--- src/rtl/rr_mux4_sched.sv ---
// Round-robin scheduler sharing one mux4_to_1 datapath between four valid/ready
// requesters, feeding a single-entry registered output stage.
module rr_mux4_sched #(
    parameter int unsigned DW = 8
) (
    input  logic            clk,
    input  logic            rst_n,
    input  logic [3:0]      req_valid,
    input  logic [4*DW-1:0] req_data,
    output logic [3:0]      req_ready,
    output logic            out_valid,
    output logic [DW-1:0]   out_data,
    output logic [1:0]      out_src,
    input  logic            out_ready,
    output logic [1:0]      sel,
    output logic            busy
);

    localparam int unsigned NREQ = 4;
    localparam int unsigned IW   = 2;

    typedef enum logic {
        ST_EMPTY = 1'b0,
        ST_FULL  = 1'b1
    } state_t;

    state_t          r_state;
    state_t          w_state_nxt;
    logic [IW-1:0]   r_ptr;
    logic [IW-1:0]   r_sel;
    logic [IW-1:0]   r_src;
    logic [DW-1:0]   r_data;
    logic [IW-1:0]   w_win;
    logic [IW-1:0]   w_idx;
    logic            w_any;
    logic            w_can_load;
    logic            w_xfer;

    // First valid requester scanning ptr, ptr+1, ... with natural mod-4 wrap
    always_comb begin : winner_scan
        w_any = 1'b0;
        w_win = r_ptr;
        w_idx = '0;
        for (int k = 0; k < int'(NREQ); k++) begin
            w_idx = r_ptr + IW'(k);
            if (!w_any && req_valid[w_idx]) begin
                w_any = 1'b1;
                w_win = w_idx;
            end
        end
    end

    // The output stage can take a word when empty or when its word leaves now
    assign w_can_load = (r_state == ST_EMPTY) || out_ready;
    assign w_xfer     = w_any && w_can_load && rst_n;
    assign req_ready  = w_xfer ? (NREQ'(1) << w_win) : '0;

    always_comb begin : fsm_next
        w_state_nxt = r_state;
        case (r_state)
            ST_EMPTY: if (w_xfer) w_state_nxt = ST_FULL;
            ST_FULL:  if (out_ready && !w_xfer) w_state_nxt = ST_EMPTY;
            default:  w_state_nxt = ST_EMPTY;
        endcase
    end

    always_ff @(posedge clk or negedge rst_n) begin : fsm_reg
        if (!rst_n) begin
            r_state <= ST_EMPTY;
        end else begin
            r_state <= w_state_nxt;
        end
    end

    // Output stage and pointer update only on an accepted word
    always_ff @(posedge clk or negedge rst_n) begin : data_reg
        if (!rst_n) begin
            r_data <= '0;
            r_src  <= '0;
            r_sel  <= '0;
            r_ptr  <= '0;
        end else if (w_xfer) begin
            r_data <= req_data[32'(w_win) * DW +: DW];
            r_src  <= w_win;
            r_sel  <= w_win;
            r_ptr  <= w_win + IW'(1);
        end
    end

    assign out_valid = (r_state == ST_FULL);
    assign busy      = out_valid;
    assign out_data  = r_data;
    assign out_src   = r_src;
    assign sel       = r_sel;

endmodule

--- config.mk ---
export PLATFORM = sky130hd
export DESIGN_NAME = rr_mux4_sched
export DESIGN_NICKNAME = d
export VERILOG_FILES = /design/src/rtl/rr_mux4_sched.sv
export SDC_FILE = /design/constraint.sdc
export NUM_CORES = 1
export LEC_CHECK = 0
export BUFFER_PORTS_ARGS = -buffer_cell sky130_fd_sc_hd__buf_2
export CAP_MARGIN = 40
export CORE_ASPECT_RATIO = 0.5
export CORE_MARGIN = 1
export CORE_UTILIZATION = 35
export CTS_BUF_LIST = sky130_fd_sc_hd__clkbuf_4 sky130_fd_sc_hd__clkbuf_8 sky130_fd_sc_hd__clkbuf_16
export CTS_CLUSTER_SIZE = 12
export DETAILED_ROUTE_END_ITERATION = 8
export PLACE_DENSITY_LB_ADDON = 0.3
export SLEW_MARGIN = 20
export SYNTH_ARGS = -nofsm -noshare
export SYNTH_HDL_FRONTEND = slang
export SYNTH_SLANG_ARGS = --single-unit
--- constraint.sdc ---
create_clock -name clk -period 2.1 [get_ports clk]
set_input_delay 0 -clock clk [delete_from_list [all_inputs] [get_ports clk]]
set_output_delay 0 -clock clk [all_outputs]
set_load 0.01 [all_outputs]
# After elaboration in Yosys (flattened, before gate mapping)
# Index checks and enable logic that the tools add are counted.
[totals] memories=0 in_bits=39 register_bits=13 ram_bits=0 out_inout_bits=18 latchBits=0 romBits=0 elab_cells=45
[op_classes] eq_ne=0 muxes=19 div=0 n_bitwise=1 addsub=4 order_cmp=4 shifts=2 reduce_logical=11 n_mul=0
[op_table] op="$shiftx 32x6->8" n=1
[op_table] op="$lt 2x3->1 const B" n=4
[op_table] op="$mux 1" n=10
[op_table] op="$bmux 1 s2" n=4
[op_table] op="$logic_and 1x1->1" n=6
[op_table] op="$mux 2" n=3
[op_table] op="$add 2x1->2 const B" n=2
[op_table] op="$add 2x2->2 const B" n=2
[op_table] op="$logic_not 1->1" n=4
[op_table] op="$mux 4" n=1
[op_table] op="$shl 1x2->4 const A" n=1
[op_table] op="$pmux 1 s2" n=1
[op_table] op="$logic_or 1x1->1" n=1
[op_table] op="$not 1->1" n=1

# Longest topological paths before layout
[logic_depth] depth_word=18 depth_mapped=9 ltp_nobuf=7

# Worst setup path after synthesis
# Ideal clock, no wire load.
[synth_timing] kind="flip-flop to flip-flop" startpoint="register r_ptr[1]" endpoint="register r_ptr[1]" required_ps=1984 synth_period_minus_slack_ps=1646 n_path_buf=2 setup_time_ps=116 setup_slack_ps=454 arrival_time_ps=1529 stages_incl_launch_ff=10 path_cell_list="dfrtp_1 nor3_1 a31oi_1 a21oi_2 buf_6 buf_12 inv_1 ha_1 nand2_1 nand2_1"
[synth_via] word_cells_on_any_way=27 cone_classes="add/sub: 4; mux: 15; reduce/logical: 8"
[synth_rtl] element="start: declaration" line_no="29" source="logic [IW-1:0] r_ptr;"
[synth_rtl] element="start signal: assignment" line_no="86" source="r_ptr <= w_win + IW'(1);"
[synth_rtl] element="parallel branches: the longest is 11 deep, another holds $add 2x1->2"
[synth_rtl] element="$mux 2 (*)" line_no="46" source="if (!w_any && req_valid[w_idx]) begin"
[synth_rtl] element="via w_win[1]" line_no="33" source="logic [IW-1:0] w_win;"
[synth_rtl] element="$add 2x1->2 (*)" line_no="86"
# Mark *: on every way through the listed nets, which the timed path passes. The select of a mux whose other input is x is not followed.
# A chain may end at the register's enable or synchronous reset.

# Worst setup path after layout
[layout_timing] startpoint="register r_ptr[1]" endpoint="output req_ready[2]"
[layout_via] word_cells_on_any_way=28 cone_classes="add/sub: 3; shift: 1; mux: 16; reduce/logical: 8"
[layout_rtl] element="parallel branches: the longest is 11 deep, another holds $add 2x1->2"
[layout_rtl] element="$mux 2 (*)" line_no="46"
[layout_rtl] element="via w_win[1]" line_no="33"
[layout_rtl] element="$shl 1x2->4 (*)" line_no="56" source="assign req_ready = w_xfer ? (NREQ'(1) << w_win) : '0;"
[layout_rtl] element="$mux 4 (*)" line_no="56"
[layout_rtl] element="end: declaration" line_no="10" source="output logic [3:0] req_ready,"
# Marks and branches as above.

==> reports/results.ini <==
[place]
gp_congestion=0.721
place_ws_ns=0.323
io_buffers=56
dp.final_hpwl_um=1640
placed_cell_area_mm2=0.00125

[timing]
rsz0062_at_grt=false
worst_slew_pin_slew_ns=0.472
fin_setup_tns_ns=0
timing.fmax_mhz=527
setup_viol=0
hold_viol=0
worst_slack_ns=0.204
slew_viol_final=0
slew-limit-headroom_pct=68.6
worst_clock_skew_ns=0.00550
min_period_ns=1.90
period_share_pct=90.3

[hold_path]
min_delay_worst_endpoint=busy$_DFF_PN0_
worstHoldPathCells=3
min_path_type=input port to flip-flop
min_from=req_valid[0]

[die]
die_w_um=76.5
die-area_mm2=0.00300
initial_core_util_pct=37.1
coreArea_mm2=0.00262
die_y_um=39.2
io_pins=57
rows=13

[synth]
avgSynthCellArea_um2=10.6
netlist_area_um2=971
yosys.area_share.simple_pct=15.2
synth_top_family_by_area=compound AO/OA/AOI/OAI gates
yosysSeqAreaShare_pct=33.5
synth_compound_area_share_pct=20.9
synthAdderAreaFrac_pct=5.15
synthFlopType=dfrtp_1
ys.warnings.count=0
async_flop_share_pct=100
synth_edf_count=0
synthMuxAreaShare_pct=16.5
syn_nets=135
synth_cells=92
synth_xor_xnor_area_share_pct=0
synth_cell_types=25
ys_ff_latch=13

[clock_tree]
insertion_delay_ns=0.24
clock_sinks=13
cts_root_buffer=clkbuf_8
cts_tree=yes
htreeDepth=1
numCtsBuffers=3
cts_setup_buffers=0
path_clk_slew_ns=0.06
clockBufferDepth=2

[detailed_routing]
vias_per_cell=4.69
drt_wl_total_um=2070
first_pass_iters=2
antenna_left=0
wire_per_inst_um=11.1
num_vias=872
drtIter0Drc=20
post-route-drc-count=0

[outcome]
outcome=finished, final reports clean

[worst_setup_path]
cp.arrival_ns=1.90
reg2reg_from=r_ptr[1]$_DFFE_PN0P_
reg2reg_slack_ns=0.40
start_kind=flip-flop
path_class=flip-flop to output pin
r2r_end=r_ptr[1]$_DFFE_PN0P_
slowest_stage=dfrtp_1
required_ns=2.10
worstPathBufferInverterCount=3
r2r_cells=8
worst_path_largest_cell_delay_ns=0.44
critical_path.top_delay_family=flip-flops
path_max_fanout=20
path_cells=nor3_1 > a31oi_1 > a21oi_2 > buf_8 > inv_1 > ha_1 > and2_1 > buf_2
critPathCaptureType=output pin

[cells_and_area]
nNetsFinal=193
final_layout_size_suffix_gt1_share_pct=51.0
most-common-layout-cells=buf_2 (56), mux2i_1 (16), nand2_1 (15)
stdcell_area_mm2=0.00132
fillers=274
fin_util_pct=50.3
diodes=0
final_common_cell=buf_2
area_growth_pct=35.6

[global_routing]
grt_use_total_pct=14.4
grt_overflow_total=0
grt_pass1_wl_um=3230
grt_max_degree=21
grt_pass1_vias=763
antenna_found_initial=0

[pwr]
power_density_mw_per_mm2=995
cellLeakagePower_nw=0.709
vdd_drop_max_mv=0.585

[run]
cap_viol_max_count=0

worst max-delay path by stage:
stage                                    start  slack [ns]              endpoint  depth (start not counted)
after floorplan           r_ptr[1]$_DFFE_PN0P_        0.45  r_ptr[1]$_DFFE_PN0P_                          9
after global placement    r_ptr[1]$_DFFE_PN0P_        0.38  r_ptr[1]$_DFFE_PN0P_                          8
after detailed placement  r_ptr[1]$_DFFE_PN0P_        0.32  r_ptr[1]$_DFFE_PN0P_                          8
after CTS                 r_ptr[1]$_DFFE_PN0P_        0.12          req_ready[2]                          8
after global routing      r_ptr[1]$_DFFE_PN0P_        0.02          req_ready[3]                          8
final                     r_ptr[1]$_DFFE_PN0P_        0.20          req_ready[2]                          8
registers in the layout, summed over array words and instances, names as in the netlist:
name and flops:
out_data 8, out_src 2, r_ptr 2, busy 1
final cells by class:
cell class | count | area [µm²] | share of cell area [%]
Multi-Input combinational cell | 68 | 561 | 42.6
Tap cell | 37 | 46.3 | 3.52
Clock buffer | 4 | 48.8 | 3.71
Sequential cell | 13 | 325 | 24.7
Inverter | 4 | 15.0 | 1.14
Timing Repair Buffer | 60 | 320 | 24.3
synth_stat cells, drive strengths merged (2+ instances only):
cell type	n	area [µm²]
nor2b	3	18.8
o21ai	2	10.0
dfrtp	13	325
nand2	16	62.6
a21oi	2	13.8
ha	4	50.1
inv	4	15.0
and2	4	25.0
nor2	2	7.51
o221ai	8	120
buf	7	70.1
nand2b	3	18.8
mux2i	16	160
o21a	2	15.0
through the flow:
step	instances	total power, mW	hold slack (ns)
finish	186	1.31	0.0451
detailed placement	181	1.07	-0.00302
CTS	186	1.31	0.0429
global placement	181	1.06	0.00395
floorplan	92	0.919	-0.296
global route	186	1.41	0.0614
power breakdown:
group | total [mW] | switching [mW] | internal, mW
sequential | 0.412 | 0.0634 | 0.349
clock | 0.236 | 0.0888 | 0.147
combinational | 0.663 | 0.348 | 0.315
total | 1.31 | 0.500 | 0.810
logic make-up after synthesis:
family                   after synthesis
flip-flops                            13
buffers and inverters                 11
AO/OA/AOI/OAI                         18
adder cells (fa/ha/maj)                4
multiplexers                          16
AND/OR/NAND/NOR                       30
timing repair:
item                                    in CTS  in global routing
gates resized for setup                      0                  2
endpoints found under the hold margin       13                  0
hold buffers                                 1                  0
endpoints found under the setup margin       0                  2
routing by layer:
layer  track usage, %  vias up  wire [µm]
met4             3.85        0         17
li1                 -      441          -
met2             27.7       22        985
met3             4.71        2         95
met1             15.9      407        972
met5                0        -          0
worst reg2reg max path, cell delays in order (launching register included):
cell and delay, ns:
dfrtp_1 0.44, nor3_1 0.20, a31oi_1 0.08, a21oi_2 0.18, buf_8 0.22, inv_1 0.09, ha_1 0.29, nand2_1 0.06
nand2_1 0.04
No activity file was read; power rests on OpenSTA's default activity.
